File: src/rtl/hazard_pkg.sv
`default_nettype none
// ============================================================================
// Module   : hazard_pkg
// Purpose  : Shared types and helpers for the pipeline hazard controller:
//            bypass-select encoding, mul/div FSM states, register match.
// Revision : 1.0 - initial release
// ============================================================================
package hazard_pkg;

  typedef enum logic [1:0] {
    FWD_REG = 2'b00,
    FWD_WB  = 2'b01,
    FWD_MEM = 2'b10
  } fwd_sel_t;

  typedef enum logic [0:0] {
    IDLE = 1'b0,
    BUSY = 1'b1
  } md_state_t;

  // A producer matches a consumer only if it writes a real register (never $0)
  function automatic logic reg_match(input logic       wr,
                                     input logic [4:0] dst,
                                     input logic [4:0] src);
    return wr && (dst != 5'd0) && (dst == src);
  endfunction

endpackage
`default_nettype wire

File: src/rtl/hazard_ctrl_fwd_select.sv
`default_nettype none
// ============================================================================
// Module   : fwd_select
// Purpose  : Bypass select for one execute-stage source operand. The MEM
//            stage result is younger than WB, so it takes priority.
// Revision : 1.0 - initial release
// ============================================================================
module fwd_select
  import hazard_pkg::*;
(
  input  logic [4:0] src,
  input  logic       regwrite_M,
  input  logic [4:0] writereg_M,
  input  logic       regwrite_W,
  input  logic [4:0] writereg_W,
  output fwd_sel_t   sel
);

  // Priority compare: MEM first, then WB, otherwise the register file value
  always_comb begin
    sel = FWD_REG;
    if (reg_match(regwrite_M, writereg_M, src)) begin
      sel = FWD_MEM;
    end else if (reg_match(regwrite_W, writereg_W, src)) begin
      sel = FWD_WB;
    end
  end

endmodule
`default_nettype wire

File: src/rtl/hazard_ctrl.sv
`default_nettype none
// ============================================================================
// Module   : hazard_ctrl
// Purpose  : Hazard controller for the 5-stage MIPS core: execute-stage
//            bypass selects, load-use stall, taken-branch flush and the
//            multi-cycle mul/div hold of the execute stage.
//            Optional macro HAZARD_PERF_EN adds stall/flush cycle counters.
// Revision : 1.0 - initial release
// ============================================================================
module hazard_ctrl
  import hazard_pkg::*;
#(
  parameter int MD_LATENCY = 4,
  parameter int CNT_W      = 4
) (
  input  logic        clk,
  input  logic        reset,
  input  logic [4:0]  rs_D,
  input  logic [4:0]  rt_D,
  input  logic [4:0]  rs_E,
  input  logic [4:0]  rt_E,
  input  logic [4:0]  writereg_E,
  input  logic [4:0]  writereg_M,
  input  logic [4:0]  writereg_W,
  input  logic        regwrite_E,
  input  logic        regwrite_M,
  input  logic        regwrite_W,
  input  logic        memtoreg_E,
  input  logic        pcsrc_E,
  input  logic        md_start_E,
  output logic [1:0]  forward_A,
  output logic [1:0]  forward_B,
  output logic        stall_F,
  output logic        stall_D,
  output logic        stall_E,
  output logic        flush_D,
  output logic        flush_E,
  output logic        flush_M,
  output logic        md_busy
`ifdef HAZARD_PERF_EN
  ,
  output logic [31:0] perf_stall_cnt,
  output logic [31:0] perf_flush_cnt
`endif
);

  fwd_sel_t         sel_a;
  fwd_sel_t         sel_b;
  md_state_t        state;
  md_state_t        state_n;
  logic [CNT_W-1:0] cnt;
  logic [CNT_W-1:0] cnt_n;
  logic             md_done;
  logic             md_done_n;
  logic             md_stall;
  logic             lwstall;
  logic             lw_eff;
  logic             br_eff;
  logic             busy;

  fwd_select u_fwd_a (
    .src        (rs_E),
    .regwrite_M (regwrite_M),
    .writereg_M (writereg_M),
    .regwrite_W (regwrite_W),
    .writereg_W (writereg_W),
    .sel        (sel_a)
  );

  fwd_select u_fwd_b (
    .src        (rt_E),
    .regwrite_M (regwrite_M),
    .writereg_M (writereg_M),
    .regwrite_W (regwrite_W),
    .writereg_W (writereg_W),
    .sel        (sel_b)
  );

  // Load in E whose destination is read by the instruction in D
  assign lwstall = memtoreg_E &&
                   (reg_match(regwrite_E, writereg_E, rs_D) ||
                    reg_match(regwrite_E, writereg_E, rt_D));

  // While BUSY the E instruction is frozen, so branch/load-use are ignored;
  // a taken branch overrides load-use in the same cycle.
  assign busy   = (state == BUSY);
  assign br_eff = pcsrc_E && !busy;
  assign lw_eff = lwstall && !pcsrc_E && !busy;

  // State register: cnt holds the stall cycles still owed after the current
  // one; md_done marks the cycle the finished op advances out of E so its
  // still-asserted md_start_E does not restart the sequence.
  always_ff @(posedge clk or posedge reset) begin
    if (reset) begin
      state   <= IDLE;
      cnt     <= '0;
      md_done <= 1'b0;
    end else begin
      state   <= state_n;
      cnt     <= cnt_n;
      md_done <= md_done_n;
    end
  end

  // Next-state logic and the mul/div stall request
  always_comb begin
    state_n   = state;
    cnt_n     = cnt;
    md_done_n = 1'b0;
    md_stall  = 1'b0;
    case (state)
      IDLE: begin
        if (md_start_E && !pcsrc_E && !md_done) begin
          md_stall = 1'b1;
          if (MD_LATENCY > 2) begin
            state_n = BUSY;
            cnt_n   = CNT_W'(MD_LATENCY - 2);
          end else begin
            md_done_n = 1'b1;
          end
        end
      end
      BUSY: begin
        md_stall = 1'b1;
        if (cnt <= CNT_W'(1)) begin
          state_n   = IDLE;
          cnt_n     = '0;
          md_done_n = 1'b1;
        end else begin
          cnt_n = cnt - CNT_W'(1);
        end
      end
      default: state_n = IDLE;
    endcase
  end

  // Same-cycle outputs, all forced low while reset is asserted
  assign forward_A = reset ? 2'b00 : sel_a;
  assign forward_B = reset ? 2'b00 : sel_b;
  assign stall_F   = !reset && (md_stall || lw_eff);
  assign stall_D   = !reset && (md_stall || lw_eff);
  assign stall_E   = !reset && md_stall;
  assign flush_M   = !reset && md_stall;
  assign flush_D   = !reset && br_eff;
  assign flush_E   = !reset && (br_eff || lw_eff);
  assign md_busy   = busy;

`ifdef HAZARD_PERF_EN
  // Saturating stall/flush cycle counters
  always_ff @(posedge clk or posedge reset) begin
    if (reset) begin
      perf_stall_cnt <= '0;
      perf_flush_cnt <= '0;
    end else begin
      if (stall_F && (perf_stall_cnt != 32'hFFFF_FFFF)) begin
        perf_stall_cnt <= perf_stall_cnt + 32'd1;
      end
      if ((flush_D || flush_E) && (perf_flush_cnt != 32'hFFFF_FFFF)) begin
        perf_flush_cnt <= perf_flush_cnt + 32'd1;
      end
    end
  end
`endif

endmodule
`default_nettype wire

File: config.mk
export PLATFORM = sky130hd
export DESIGN_NAME = hazard_ctrl
export DESIGN_NICKNAME = d
export VERILOG_FILES = /design/src/rtl/hazard_pkg.sv /design/src/rtl/hazard_ctrl_fwd_select.sv /design/src/rtl/hazard_ctrl.sv
export SDC_FILE = /design/constraint.sdc
export NUM_CORES = 1
export LEC_CHECK = 0
export ABC_AREA = 1
export CAP_MARGIN = 20
export CELL_PAD_IN_SITES_DETAIL_PLACEMENT = 0
export CELL_PAD_IN_SITES_GLOBAL_PLACEMENT = 1
export CORE_MARGIN = 5
export CORE_UTILIZATION = 22
export CTS_BUF_LIST = sky130_fd_sc_hd__clkbuf_2
export DETAILED_ROUTE_END_ITERATION = 6
export PLACE_DENSITY = 0.86
export SYNTH_ARGS = -nofsm -noshare
export SYNTH_HDL_FRONTEND = slang
export SYNTH_HIERARCHICAL = 1
export SYNTH_SLANG_ARGS = --single-unit
File: constraint.sdc
create_clock -name clk -period 1.21 [get_ports clk]
set_input_delay 0.242 -clock clk [delete_from_list [all_inputs] [get_ports clk]]
set_output_delay 0.242 -clock clk [all_outputs]
set_load 0.005 [all_outputs]
==> results by group <==
Final layout
  – # fillers: between 400 and 500
  – Ant diodes: 0
  – Finished Layout Cells: between 300 and 400
  – Layout area overhead: 91.7%
  – Nets: ~330
  – Share of cells above drive strength 1: a little under half

Power and ir drop
  – Maximum VDD drop: between 0.4 and 0.5 mV
  – Pwr Density: 1040 nW/um2
  – Static Leak: roughly 1.1 nW

Synth
  – Yosys top cell area share: 26.7%
  – FFs w/ async S/R, synth: between 90% and 100%
  – Post-synth top cells: nand2_1 (71), inv_1 (44), nor2_1 (24)
  – Syn Nets: 244
  – Area contributors post-synth: nand2_1 (27%), inv_1 (17%), dfrtp_1 (15%)
  – Cells after Synth: 199
  – Syn_area_per_cell: 5.02 um2
  – Dominant cell by count in the synthesized netlist: nand2_1
  – Main flop type after synthesis: dfrtp_1
  – Number of synthesized flops with an enable pin: 0
  – Synthesized flop and latch total: 6
  – Yosys warns: 6
  – Yosys cell types: 21
  – Post-synth top area cell: nand2_1
  – Syn Std Cell Area: 1000 um2
  – Post-synthesis sequential area ratio: 15.0%

Clocking
  – CTS Buf Count: 3
  – CTS root buf: clkbuf_2
  – TritonCTS clock tree: yes
  – Post-CTS Hold Fix Bufs: 0
  – H-tree depth: 1
  – Clock sink count: 6
  – Clk buf depth: 2
  – Worst-skew pair later-pin latency: 0.22 ns
  – Reg clk slew, reported paths: 0.07 ns

Timing
  – RSZ-0062 raised after global routing: true
  – # setup viols final: 14
  – Fin crit share: 128%
  – Worst slew pin tran: 0.257 ns
  – Crit path time final: 1.55 ns
  – Setup ws final: -0.343 ns
  – Worst clock skew: 0.00439 ns
  – Fmax: 644 MHz
  – Final hold vios: 0
  – Slew Viols, Final: 0
  – Max_slew headroom: between 80% and 90%
  – Setup_tns: -2.08 ns

Global routing
  – GRT Overall Usage: a little under an eighth
  – Largest net degree at the start of global routing: 7
  – Via count of the first global-routing pass: between 1000 and 1500
  – First-pass GRT wire length: between 5 and 6 mm
  – Initial antenna violation count: 0
  – Total congestion overflow: 0

Route
  – Drt first-iter violations: 16
  – Drt pass-1 iters: 4
  – Post-DRT Antenna Nets: 0
  – Vias: 1372
  – Vias per Instance: 4.16
  – Final wirelength: approximately 3.5 mm
  – Drt drc: 0
  – Wire per inst: roughly 11 um

Critical path
  – Startpoint Class: flop
  – Reg-to-reg startpoint: md_busy$_DFF_PP0_
  – Slowest CP cell: dfrtp_1
  – Crit Path Max Fanout: 2
  – Worst Reg-to-Reg Cells: 7
  – Critical Path, Cell by Cell: nand3b_1, nand2_2, inv_2, nor2_2, inv_1, nand2_2, buf_6
  – WP data required: 0.97 ns
  – Crit path top cell by count: nand2_2
  – FF-to-FF setup slack: -0.05 ns
  – Crit path buf inv count: 3
  – Worst EP arrival: 1.31 ns
  – Worst path max stage delay: 0.35 ns
  – Delay-heaviest family, CP: simple AND/OR/NAND/NOR gates
  – CP Capture Type: output pin
  – Crit Path Class: flop to output pin
  – WP depth: 7
  – R2R Path End: cnt[2]$_DFFE_PP0N_

Flow run
  – Maxcap violations: 0

Run status
  – Status: finished with violations
  – Failing checks: setup timing

Floorplanning
  – FP Rows: 24
  – DIE HEIGHT: 77.4 um
  – Core Area: between 4000 and 5000 um2
  – I/O pins: 54
  – DIE AREA: between 5000 and 6000 um2
  – Die extent in x: 77.4 um
  – Initial Util: 22.8%

Min path
  – Worst min path class: primary input to async pin

Placed design
  – IO Port Bufs: 53
  – Placed cell count: 321
  – GP Congestion: 0.844
  – HPWL Detailed: about 2.7 mm
-- cells by family (layout without fill, tap and decap cells) --
family          count (synthesis)  after routing  synth area share [%]
xor+xnor                        6              6                  5.26
fa+ha+maj                       2              2                  2.50
flops                           6              6                  15.0
simple gates                  117            117                  47.9
compound gates                 16             16                  9.01
buf+inv                        52            131                  20.3
-- worst min-delay path, stage by stage --
cell,delay (ns)
dlygate4sd2_1,0.25
buf_4,0.16
inv_1,0.21
-- report_power, final --
part	total (mW)	switching [mW]	internal, mW
logic	1.51	0.681	0.825
clock network	0.146	0.0787	0.0675
registers	0.334	0.0455	0.289
total	1.99	0.805	1.18
-- per-layer routing --
layer / vias to the layer above / track usage, % / wire length (um)
li1: 745 / - / -
met1: 593 / 14.7 / 1570
met2: 32 / 19.1 / 1730
met3: 2 / 1.74 / 169
met4: 0 / 3.26 / 15
met5: - / 0 / 0
-- worst max path at each step --
stage,startpoint,endpoint
2_1_floorplan,md_busy$_DFF_PP0_,stall_F
5_1_grt,md_done$_DFF_PP0_,stall_F
3_5_place_dp,writereg_W[0],forward_A[0]
3_3_place_gp,writereg_M[0],forward_B[0]
4_1_cts,md_busy$_DFF_PP0_,stall_D
6_report,md_done$_DFF_PP0_,stall_F
-- state kept, by name, summed over array words and instances (netlist names) --
name     cells
cnt          4
md_done      1
md_busy      1
-- layout make-up --
cell class	count	area [um2]	share of cell area (%)
Timing Repair Buffer	78	702	36.6
Sequential cell	6	150	7.83
Clock buffer	3	15.0	0.783
Inverter	50	198	10.3
Multi-Input combinational cell	141	787	41.1
Tap cell	52	65.1	3.39
-- cells in the final DEF (no fill, tap or decap), types with 2 or more instances in the layout --
cell             netlist  routed
nand2_1               71      57
inv_1                 44      25
buf_4                  2      23
inv_2                  6      21
buf_6                  0      18
nor2_1                24      16
nand2_2                3      16
dlygate4sd2_1          0      16
buf_2                  0      10
nor2_2                 4       9
nand3_1               12       7
dfrtp_1                6       6
o21ai_1                0       5
nand3_2                0       5
clkbuf_2               0       4
clkdlybuf4s50_1        0       4
buf_8                  0       4
inv_4                  0       4
xnor2_1                3       3
nor2_4                 0       3
xor2_1                 3       3
o21ai_0                9       3
a21oi_2                0       2
a21boi_2               0       2
-- metrics by stage --
stage / util [%] / power [mW] / area [um2] / hold WS (ns) / setup WS [ns]
after floorplan: - / 0.851 / 1000 / 0.0330 / -0.0356
after global placement: 39.4 / 1.53 / 1730 / 0.548 / -1.02
after detailed placement: 39.4 / 1.55 / 1730 / 0.573 / -1.03
after CTS: 41.8 / 1.86 / 1830 / 0.253 / -0.381
after global routing: 43.7 / 2.18 / 1920 / 0.269 / -0.450
final: 43.7 / 1.99 / 1920 / 0.254 / -0.343
-- timing repair --
item,4_1_cts,5_1_grt
pin swaps,44,34
resized for setup,220,36
endpoints found under the setup margin,16,17
setup buffers,6,1
No activity file was read; power rests on OpenSTA's default activity.
==> RTL change 1 (config.mk and constraints unchanged) <==
The option `HAZARD_PERF_EN` is turned on by a define.
--- a/src/rtl/hazard_ctrl.sv
+++ b/src/rtl/hazard_ctrl.sv
@@ -7,6 +7,8 @@
 //            Optional macro HAZARD_PERF_EN adds stall/flush cycle counters.
 // Revision : 1.0 - initial release
 // ============================================================================
+`define HAZARD_PERF_EN
+
 module hazard_ctrl
   import hazard_pkg::*;
 #(
Behaviour (old outputs only; new: perf_flush_cnt and perf_stall_cnt): unchanged (equiv_simple and equiv_induct, registers matched by name and starting in step).
==> RTL change 1 against the original RTL <==
The run still ends with negative setup slack left. Synthesized cell count rose to 4.3 times the old value. Cell area rose to 5.7 times the old value. Maximum frequency fell by 25%. Clock skew rose by 50 ps. Utilization rose by 1.3 points. Via count rose to 5.3 times the old value. First-iteration DRC count rose to 26 times the old value. Total power rose to 4.8 times the old value. Routed wire length rose to 6.6 times the old value. Count of clock-buffer cells in the layout rose by 6. Worst setup slack got worse by 520 ps. Sequential cell count rose by 64. Area after synthesis rose to 5.3 times the old value.
==> RTL change 1: results (changes against the original RTL) <==
stage,metric,value,unit,change
power,Clk pwr share,18.1,%,was 7.4%
timing,skew final,54.30,ps,was 4.395 ps
clocking,post-CTS setup buffer count,144,,was 6
layout,nets@finish,1356,,was 325
placed_design,pre-CTS setup slack,-1051,ps,was -1026 ps
grt,GRT Overall Usage,15.47,%,was 11.25%
layout,# fillers,2351,,was 488
grt,largest net degree at the start of global routing,39,,was 7
routing,wire length on met3,1231,µm,was 169 µm
synth,Syn Nets,912,,was 244
routing,WL met1,9397,µm,was 1572 µm
power,sw frac,36.69,%,was 40.54%
routing,routed via count,7226,,"was 1,372"
synth,Synth area leaders,"dfrtp_1 (33%), nand2_1 (27%), nand3_1 (8.4%)",,"was nand2_1 (27%), inv_1 (17%), dfrtp_1 (15%)"
placed_design,buffers added on ports,117,,was 53
power,seq pwr,2.76,mW,was 334 µW
timing,setup violators final,139,,was 14
synth,"Seq/Total Area, Yosys",32.76,%,was 15.02%
setup_path,crit-path max FO,3,,was 2
setup_path,Reg2Reg Setup Slack,-720,ps,was -50 ps
run_status,violated checks,negative setup slack,,unchanged
routing,initial DRC count,422,,was 16
clocking,H-tree Lvls,3,,was 1
clocking,Worst-Skew Late Latency,580,ps,was 220 ps
placed_design,post-DP HPWL,14800,µm,was 2747 µm
power,Lkg Pwr,5.515,nW,was 1.076 nW
timing,final worst slack,-862.8,ps,was -343.0 ps
setup_path,Worst R2R End,perf_flush_cnt[6]$_DFFE_PP0P_,,was cnt[2]$_DFFE_PP0N_
synth,Netlist cell types,31,,was 21
run_status,outcome,finished with violations,,unchanged
grt,met3 Track Usage GR,3.261,%,was 1.736%
routing,Detailed Routing Iterations Pass 1,5,,was 4
power,VDD IR max,0.0006325,V,was 0.0004023 V
grt,vias in the first global route,7380,,"was 1,336"
layout,Final Non-Filler Cells,1639,,was 330
setup_path,RR Startpoint,perf_flush_cnt[0]$_DFFE_PP0P_,,was md_busy$_DFF_PP0_
synth,Mapped Cells,865,,was 199
grt,met2 GRT Util,28.48,%,was 19.11%
placed_design,Placer Congestion,0.8668,,was 0.8441
setup_path,crit path to,stall_D,,was stall_F
clocking,Num CTS Buffers,9,,was 3
synth,most frequent cells after synthesis,"nand2_1 (382), nor2_1 (104), nand3_1 (90), inv_1 (79), dfrtp_1 (70)",,"was nand2_1 (71), inv_1 (44), nor2_1 (24), nand3_1 (12), o21ai_0 (9)"
[RTL change 1: changes by cell type in the layout (fill, tap and decap cells not counted), sizes merged, moves of 12 or more]
cell | before | now
xnor2 | 3 | 15
inv | 50 | 86
dfrtp | 6 | 70
nand3b | 1 | 16
clkdlybuf4s50 | 4 | 20
nand3 | 12 | 92
xor2 | 3 | 23
dlygate4sd2 | 16 | 0
nand2 | 74 | 393
clkbuf | 4 | 17
buf | 56 | 421
nor2 | 28 | 113
[RTL change 1: metrics by stage]
stage / TNS [ps] / util [%] / hold WS, ps / area (µm²)
2_1_floorplan: -27990 / - / 411.4 / 5607
3_3_place_gp: -66700 / 35.42 / 481.4 / 8538
3_5_place_dp: -68460 / 35.42 / 483.4 / 8538
4_1_cts: -62230 / 43.26 / 164.7 / 10430
5_1_grt: -77380 / 45.06 / 170.2 / 10860
6_report: -62990 / 45.06 / 197.9 / 10860
[RTL change 1: layout make-up]
| type | count | area [µm²] | share of cell area [%] |
|---|---|---|---|
| Antenna cell | 1 | 2.502 | 0.02304 |
| Clock buffer | 9 | 45.04 | 0.4147 |
| Clock inverter | 7 | 96.34 | 0.8870 |
| Inverter | 86 | 351.6 | 3.237 |
| Multi-Input combinational cell | 692 | 3797 | 34.96 |
| Sequential cell | 70 | 1754 | 16.15 |
| Tap cell | 324 | 405.4 | 3.732 |
| Timing Repair Buffer | 450 | 4409 | 40.59 |
[RTL change 1: logic make-up after synthesis]
logic type	after synthesis	share of synthesized area, %
AOI/OAI and AO/OA	16	1.638
buffers and inverters	106	8.541
xor gates and xnor gates	38	6.225
DFF	70	32.76
and+or+nand+nor	631	49.89
adders and majority gates	4	0.9361
==> RTL change 2 (config.mk and constraints unchanged) <==
Without the edit above. The parameter `CNT_W` goes from 4 to 6.
--- a/src/rtl/hazard_ctrl.sv
+++ b/src/rtl/hazard_ctrl.sv
@@ -11,7 +11,7 @@
   import hazard_pkg::*;
 #(
   parameter int MD_LATENCY = 4,
-  parameter int CNT_W      = 4
+  parameter int CNT_W      = 6
 ) (
   input  logic        clk,
   input  logic        reset,
Formal check against the unedited RTL: same outputs for any inputs over 10 cycles, from zero or initial values and one cycle with reset high; that may be too few to reach the edited logic, so the function may still have changed.
==> RTL change 2 against the original RTL <==
The run still ends with negative setup slack left. Sequential share of layout area up 2.1 points. Cell count up 8.8%. Worst setup slack better by 35 ps. Sequential cell count up 2. Register-to-register slack worse by 30 ps. Routed wire length up 8.8%. Area after synthesis up 13%. First-iteration DRC count up 69%. Cell area up 5.1%. Critical path type is now input port to primary output. Highest routed layer unchanged.
Power is not compared: it rests on default switching activity, and its combinational part moved more than twofold at a synthesized area within 25%.
==> RTL change 2: results (changes against the original RTL) <==
stage,metric,value,unit,change
timing,final worst slack,-308.5,ps,was -343.0 ps
synth,fraction of the mapped netlist area in adder cells,2.215,%,was 2.503%
grt,GRT Overall Usage,11.04,%,was 11.25%
run_status,violated checks,negative setup slack,,unchanged
synth,post-synthesis compound-gate area fraction,9.413,%,was 9.011%
synth,Synth area leaders,"nand2_1 (25%), dfrtp_1 (18%), inv_1 (15%)",,"was nand2_1 (27%), inv_1 (17%), dfrtp_1 (15%)"
placed_design,buffers added on ports,53,,unchanged
clocking,Num CTS Buffers,3,,unchanged
min_path,Hold Path Class,input port to async pin,,unchanged
synth,yosys warns,6,,unchanged
power,VDD IR max,0.0001673,V,
routing,Detailed Routing Iterations Pass 1,4,,unchanged
synth,mux cell area share after synthesis,0,%,unchanged
grt,initial antenna violation count,0,,unchanged
placed_design,Area after DPL,1851,µm²,was 1725 µm²
power,Lkg Pwr,1.118,nW,
timing,setup violators final,15,,was 14
clocking,clock root buffer master,clkbuf_2,,unchanged
placed_design,Placer Congestion,0.7908,,was 0.8441
layout,nets@finish,336,,was 325
synth,ys async rst share,100.0,%,unchanged
synth,most frequent cells after synthesis,"nand2_1 (76), inv_1 (46), nor2_1 (25), nand3_1 (11), o21ai_0 (9)",,"was nand2_1 (71), inv_1 (44), nor2_1 (24), nand3_1 (12), o21ai_0 (9)"
layout,max reg flops,6,,was 4
grt,largest net degree at the start of global routing,9,,was 7
timing,skew final,12.15,ps,was 4.395 ps
routing,mean routed wirelength per cell,10.57,µm,about the same
synth,Post-Syn Area per Cell,5.255,µm²,was 5.024 µm²
placed_design,post-DP HPWL,2915,µm,was 2747 µm
clocking,H-tree Lvls,1,,unchanged
grt,first-pass GRT wire length,5865,µm,was 5727 µm
grt,vias in the first global route,1439,,"was 1,336"
routing,initial DRC count,27,,was 16
timing,Slew HR,78.24,%,was 82.87%
routing,Avg Vias per Cell,4.120,,was 4.158
synth,ys flop type,dfrtp_1,,unchanged
placed_design,Placed Cells,351,,was 321
layout,ANT cells,0,,unchanged
synth,xor/xnor share of the synthesized area,5.426,%,was 5.257%
setup_path,crit-path max FO,2,,unchanged
routing,routed via count,1479,,"was 1,372"
run_status,outcome,finished with violations,,unchanged
layout,ratio of cells with drive above 1 in the final layout,40.14,%,was 46.04%
clocking,Worst-Skew Late Latency,240,ps,was 220 ps
clocking,Worst-path clk slew,80,ps,
layout,# fillers,562,,was 488
layout,Largest Register,cnt,,unchanged
clocking,clk buf depth,2,,unchanged
synth,Netlist cell types,22,,was 21
synth,Syn Nets,260,,was 244
setup_path,Crit path arrival time,1280,ps,was 1310 ps
synth,"Seq/Total Area, Yosys",17.72,%,was 15.02%
-- RTL change 2: area by class of cell --
cell class	instances	share of cell area, %
multi-input combinational	153	42.67
timing repair buffer	73	31.86
inverter	52	10.43
sequential	8	9.938
tap	70	4.348
clock buffer	3	0.7453
-- RTL change 2: power breakdown --
group	internal [mW]	leakage (nW)	switching, mW
Sequential	0.267	0.0921	0
Clock	0.0674	0.0125	0.0899
Combinational	0.208	1.01	0.194
Total	0.543	1.12	0.284
-- RTL change 2: worst paths after layout --
| kind | startpoint | depth (start not counted) | slack [ps] | endpoint |
|---|---|---|---|---|
| max in group asynchronous | reset | 3 | 650 | cnt[1]$_DFFE_PP0N_ |
| worst min register to register | cnt[5]$_DFFE_PP0N_ | 2 | 560 | cnt[5]$_DFFE_PP0N_ |
| worst max register to register | cnt[0]$_DFFE_PP0N_ | 6 | -80 | cnt[5]$_DFFE_PP0N_ |
| min in group clk | cnt[5]$_DFFE_PP0N_ | 2 | 560 | cnt[5]$_DFFE_PP0N_ |
| worst max-delay path | rs_D[2] | 7 | -310 | stall_D |
| worst min-delay path | reset | 3 | 310 | cnt[2]$_DFFE_PP0N_ |
-- RTL change 2: kinds of logic after synthesis --
family                     count (synthesis)
DFF                                        8
buffers and inverters                     54
adders and majority gates                  2
and+or+nand+nor                          126
AOI/OAI and AO/OA                         18
xor gates and xnor gates                   7
-- RTL change 2: timing repair --
action | in CTS | in global routing
endpoints found under the setup margin | 15 | 18
buffers inserted | 4 | 1
resized for setup | 195 | 51
pin swaps | 43 | 32
-- RTL change 2: critical path, stage by stage --
cell	delay [ps]
clkdlybuf4s50_1	480
xnor2_1	120
nand3_1	90
nand2_1	70
nand2_1	80
nand2_1	80
buf_2	120
-- RTL change 2: stage by stage --
step / setup slack, ps / hold slack [ps] / setup TNS, ps
6_report: -308.5 / 307.8 / -2119
4_1_cts: -345.5 / 304.8 / -2372
2_1_floorplan: -46.69 / 57.66 / -46.69
3_3_place_gp: -1022 / 517.5 / -9367
5_1_grt: -456.5 / 301.4 / -3691
3_5_place_dp: -1022 / 531.6 / -9450
-- RTL change 2: per-layer routing --
| metal | track usage (%) | wire, µm |
|---|---|---|
| met1 | 13.28 | 1578 |
| met2 | 19.30 | 1854 |
| met4 | 2.492 | 30 |
| met3 | 3.289 | 329 |
| met5 | 0 | 0 |
